===== src/rtl/matmul_ctrl.sv =====
// rtl/matmul_ctrl.sv - sequential square matrix multiply controller (C = A x B) over external memories
module matmul_ctrl #(
  parameter int row    = 2,
  parameter int column = 2,
  parameter int size   = 8
) (
  input  logic            clk,
  input  logic            rst,
  input  logic            start,
  input  logic            abort,
  output logic            a_read,
  output logic            b_read,
  output logic [5:0]      a_addr,
  output logic [5:0]      b_addr,
  input  logic [size-1:0] a_data,
  input  logic [size-1:0] b_data,
  output logic            c_write,
  output logic [5:0]      c_addr,
  output logic [size-1:0] c_value,
  output logic            busy,
  output logic            done,
  output logic            overflow
);

  localparam int IW = (row > 1) ? $clog2(row) : 1;
  localparam int AW = 2 * size + 3;
  // matrices are square, so one terminal index value serves i, j and k
  localparam logic [IW-1:0] LAST = IW'(column - 1);

  typedef enum logic [1:0] {IDLE, MAC, WRITE, DONE} state_t;

  state_t        state;
  logic [IW-1:0] i;
  logic [IW-1:0] j;
  logic [IW-1:0] k;
  logic [AW-1:0] acc;
  logic [AW-1:0] prod;

  // linear element address (r, c) -> row*r + c
  function automatic logic [5:0] lin(input logic [IW-1:0] r, input logic [IW-1:0] c);
    return 6'(row) * 6'(r) + 6'(c);
  endfunction

  assign prod = AW'(a_data) * AW'(b_data);

  // control FSM: indices, accumulator and sticky overflow
  always_ff @(posedge clk or negedge rst) begin
    if (!rst) begin
      state    <= IDLE;
      i        <= '0;
      j        <= '0;
      k        <= '0;
      acc      <= '0;
      overflow <= 1'b0;
    end else begin
      case (state)
        IDLE: begin
          if (start && !abort) begin
            state    <= MAC;
            i        <= '0;
            j        <= '0;
            k        <= '0;
            acc      <= '0;
            overflow <= 1'b0;
          end
        end
        MAC: begin
          if (abort) begin
            state <= IDLE;
          end else begin
            acc <= acc + prod;
            if (k == LAST) begin
              k     <= '0;
              state <= WRITE;
            end else begin
              k <= k + 1'b1;
            end
          end
        end
        WRITE: begin
          // the write of this cycle happens even when aborted, so its overflow counts too
          if (|acc[AW-1:size]) overflow <= 1'b1;
          acc <= '0;
          if (abort) begin
            state <= IDLE;
          end else if (j == LAST) begin
            j <= '0;
            if (i == LAST) begin
              i     <= '0;
              state <= DONE;
            end else begin
              i     <= i + 1'b1;
              state <= MAC;
            end
          end else begin
            j     <= j + 1'b1;
            state <= MAC;
          end
        end
        DONE: state <= IDLE;
        default: state <= IDLE;
      endcase
    end
  end

  // memory strobes and status decoded purely from registered state
  always_comb begin
    a_read  = 1'b0;
    b_read  = 1'b0;
    a_addr  = '0;
    b_addr  = '0;
    c_write = 1'b0;
    c_addr  = '0;
    c_value = '0;
    case (state)
      MAC: begin
        a_read = 1'b1;
        b_read = 1'b1;
        a_addr = lin(i, k);
        b_addr = lin(k, j);
      end
      WRITE: begin
        c_write = 1'b1;
        c_addr  = lin(i, j);
        c_value = acc[size-1:0];
      end
      default: ;
    endcase
    busy = (state == MAC) || (state == WRITE);
    done = (state == DONE);
  end

endmodule


===== config.mk =====
export PLATFORM = sky130hd
export DESIGN_NAME = matmul_ctrl
export DESIGN_NICKNAME = d
export VERILOG_FILES = /design/src/rtl/matmul_ctrl.sv
export SDC_FILE = /design/constraint.sdc
export NUM_CORES = 1
export LEC_CHECK = 0
export CELL_PAD_IN_SITES_DETAIL_PLACEMENT = 0
export CELL_PAD_IN_SITES_GLOBAL_PLACEMENT = 1
export CORE_MARGIN = 8
export CORE_UTILIZATION = 35
export DETAILED_ROUTE_END_ITERATION = 10
export GPL_ROUTABILITY_DRIVEN = 1
export PLACE_DENSITY = 0.72
export SETUP_SLACK_MARGIN = 0.02
export SYNTH_ARGS = -nofsm -noshare
export SYNTH_HDL_FRONTEND = slang
export SYNTH_SLANG_ARGS = --single-unit

===== constraint.sdc =====
create_clock -name clk -period 10.5 [get_ports clk]
set_clock_uncertainty 0.05 [all_clocks]
set_input_delay 2.625 -clock clk [delete_from_list [all_inputs] [get_ports clk]]
set_output_delay 2.625 -clock clk [all_outputs]
set_load 0.02 [all_outputs]

==> impl_results.md <==
* Met2 track demand over resource at 21.4%
* # rows at 39
* Final Max Slew Viols at 0
* Clock sinks at 25
* Starting Density at approximately 36%
* Clock transition at the registers of the reported paths at around 0.070 ns
* Worst setup EP type: register
* Max frequency at between 100 and 150 MHz
* TNS Setup at 0 ns
* RSZ-0062 raised after global routing: no
* Chip width at between 100 and 150 um
* Synthesis warning total at 0
* Sequential Area at roughly 630 um^2
* M1 GR Usage at approximately 18%
* Die height at 124 um
* Pwr dens at 229 mW/mm^2
* Core ar. at between 0.01 and 0.015 mm^2
* Final worst slack at between 3 and 4 ns
* Netlist Area Pre-Place at 0.00409 mm^2
* GR Util met3 at around 1.9%
* Post-synthesis cell count at around 480
* Pin count of the biggest net entering global routing at 26
* Drt initial violations at between 100 and 150
* Critical path type: primary input to register
* Peak fanout along the critical path at 8
* Initial antenna violation count at 0
* Wirelength, routed at ~9400 um
* HP Class: register to register
* Cts bufs inserted at 3
* Critical path origin: a_data[0]
* CP Capture Point: acc[17]$_DFFE_PN0P_
* Area contributors post-synth: fa_1 (25%), dfrtp_1 (15%), ha_1 (14%), inv_1 (9.6%), and2_1 (6.1%)
* Busiest grt layer: met2
* Vias post-DR at around 3000
* Synth top area share at between 20 and 25%
* Min cycle time layout at approximately 7.1 ns
* Ys async rst share at 100%
* Synthesized area per cell at between 8 and 9 um^2
* Share of cells above drive strength 1 at 2.92%
* Worst skew pair latency at 0.27 ns
* Post-synth EDFFs at 0
* DRT Pass-1 Iters at 4
* Peak supply drop at ~0.11 mV
* Input/output buffers at 39
* Top-level I/O count at 52
* Final nets at 629
* Worst Setup Start Kind: primary input
* Area leader, netlist: fa_1
* Leakage power at about 0.0023 uW
* Seq cells post-synth at 25
* Vias in the first global route at between 3000 and 4000
* Antenna-violating nets left at 0
* Die area at about 0.015 mm^2
* Dpl cells at between 600 and 700
* Worst slack at placement at 3.12 ns
* CP arrival at 7.23 ns
* Status: finished, final reports clean
* Placer Congestion at between 0.8 and 0.9
* # DRC at 0
* Area occupied by multi-input gates at roughly 0.0029 mm^2
* First-pass GRT wire length at roughly 17000 um
* Htree depth at 1
* Vias per cell at between 4 and 5
* CP required at ~11 ns
* R2R cell count at 14
* Hold_ws at 0.432 ns
* Primary FF master, synth: dfrtp_1
* Setup violators final at 0
* Max-Cap Viols at 0
* CTS tree: yes
* Root Buffer: clkbuf_16
* Antenna diodes at 0
* Worst-case clock buffer depth at 2
* Post-CTS Repair Setup Buffers at 0
* Wire per inst at 14.4 um
* Post-synthesis sequential area ratio at 15.3%
* HPWL after DPL at between 7000 and 8000 um
* Period utilisation layout at around two thirds
* Unique masters post-synth at 53
* Final Hold Fails at 0
* RR Startpoint: acc[7]$_DFFE_PN0P_
* Cts repair resizes at 0
* Filler-free cell count of the finished design at around 660
* Post-cts hold buffer count at 0
* Area grow syn2layout at 13.5%
* Fill cell total of the finished layout at 1181
* Reg-to-reg critical path endpoint: acc[17]$_DFFE_PN0P_
* Gr ovfl total at 0
* R2R Setup Slk at around 6.2 ns
* Gr usage total at about an eighth
[cells in the final DEF (no fill, tap or decap), types with 2 or more instances in the layout]
cell type,n
o31ai_1,5
ha_1,45
o21ai_0,13
a22o_1,6
conb_1,12
and3_1,4
nor4_1,2
nand3b_1,2
or3_1,2
nor2_1,18
nor3_1,8
o22ai_1,3
nand4_1,4
clkdlybuf4s50_1,39
a21boi_0,3
a21oi_2,2
clkbuf_16,3
inv_1,105
dfrtp_1,25
and2_1,40
buf_4,3
o21a_1,2
nand2_1,59
nand2b_1,2
fa_1,50
a31oi_1,3
mux2i_1,3
nand3_1,5
a21oi_1,17
xor2_1,6
[cells in the mapped netlist (3+ instances only)]
cell type  instances
dfrtp_1           25
ha_1              45
nand4_1            4
o21ai_0           13
o22ai_1            3
clkbuf_1           7
a31oi_1            3
nor2_1            18
a21boi_0           3
and3_1             4
nor3_1             8
a21oi_1           17
and2_1            40
xor2_1             6
fa_1              50
buf_4             14
nand3_1            5
inv_1            105
nand2_1           59
a22o_1             6
o31ai_1            5
mux2i_1            3
buf_2              3
[cell type report]
cell class | count | share of cell area [%]
clock buffers | 3 | 1.62
clock inverters | 1 | 0.162
inverters | 106 | 8.58
flip-flops and latches | 25 | 13.5
well taps | 143 | 3.86
multi-input cells | 336 | 63.4
repair buffers | 42 | 8.90
[cells by family (layout without fill, tap and decap cells)]
family	after synthesis	after routing	share of synthesized area [%]
AOI/OAI and AO/OA	68	68	11.9
xor gates and xnor gates	6	6	1.29
adders and majority gates	95	95	38.3
buffers and inverters	132	152	13.7
DFF	25	25	15.3
muxes	4	4	1.01
other	1	12	0.0918
and+or+nand+nor	151	151	18.4
[power by group]
part           switching [uW]  internal, uW  total, uW  leakage, uW
logic                     492           331        823      0.00197
registers                25.6           125        151     0.000338
clock network            37.0          51.8       88.9    0.0000371
total                     554           508       1060      0.00235
[per-stage QoR]
step	power [uW]	cell area, um^2	util [%]
after floorplan	785	4130	-
after global placement	970	4560	39.9
after detailed placement	974	4560	39.9
after CTS	1080	4640	40.6
after global routing	1200	4640	40.6
final	1060	4640	40.6
[flip-flops by register name, indices dropped and copies added, names as in the netlist]
signal    cells
acc          19
state         2
i             1
j             1
k             1
overflow      1
[routing by layer]
layer  vias to the layer above  part of all wire, %
li1                       1558                    -
met3                        13                  3.9
met2                        49                   46
met4                         0                  1.6
met5                         -                    0
met1                      1467                   48
[worst max-delay path, cell delays in order]
cell and delay [ns]:
clkdlybuf4s50_1 0.62, nand2_1 0.12, fa_1 0.52, fa_1 0.55, inv_1 0.06, fa_1 0.53
inv_1 0.05, fa_1 0.54, inv_1 0.04, ha_1 0.36, a211oi_2 0.30, o22ai_1 0.17
a211oi_1 0.30, mux2_2 0.36, o211ai_1 0.09
[how the worst min path moves through the flow]
stage               depth (start not counted)                 end               start
floorplan                                   2  acc[6]$_DFFE_PN0P_  acc[6]$_DFFE_PN0P_
global placement                            2  acc[6]$_DFFE_PN0P_  acc[6]$_DFFE_PN0P_
detailed placement                          2  acc[7]$_DFFE_PN0P_  acc[7]$_DFFE_PN0P_
CTS                                         2  acc[7]$_DFFE_PN0P_  acc[7]$_DFFE_PN0P_
global route                                1  acc[3]$_DFFE_PN0P_  acc[3]$_DFFE_PN0P_
finish                                      2  acc[7]$_DFFE_PN0P_  acc[7]$_DFFE_PN0P_
(Power assumes the default switching activity.)
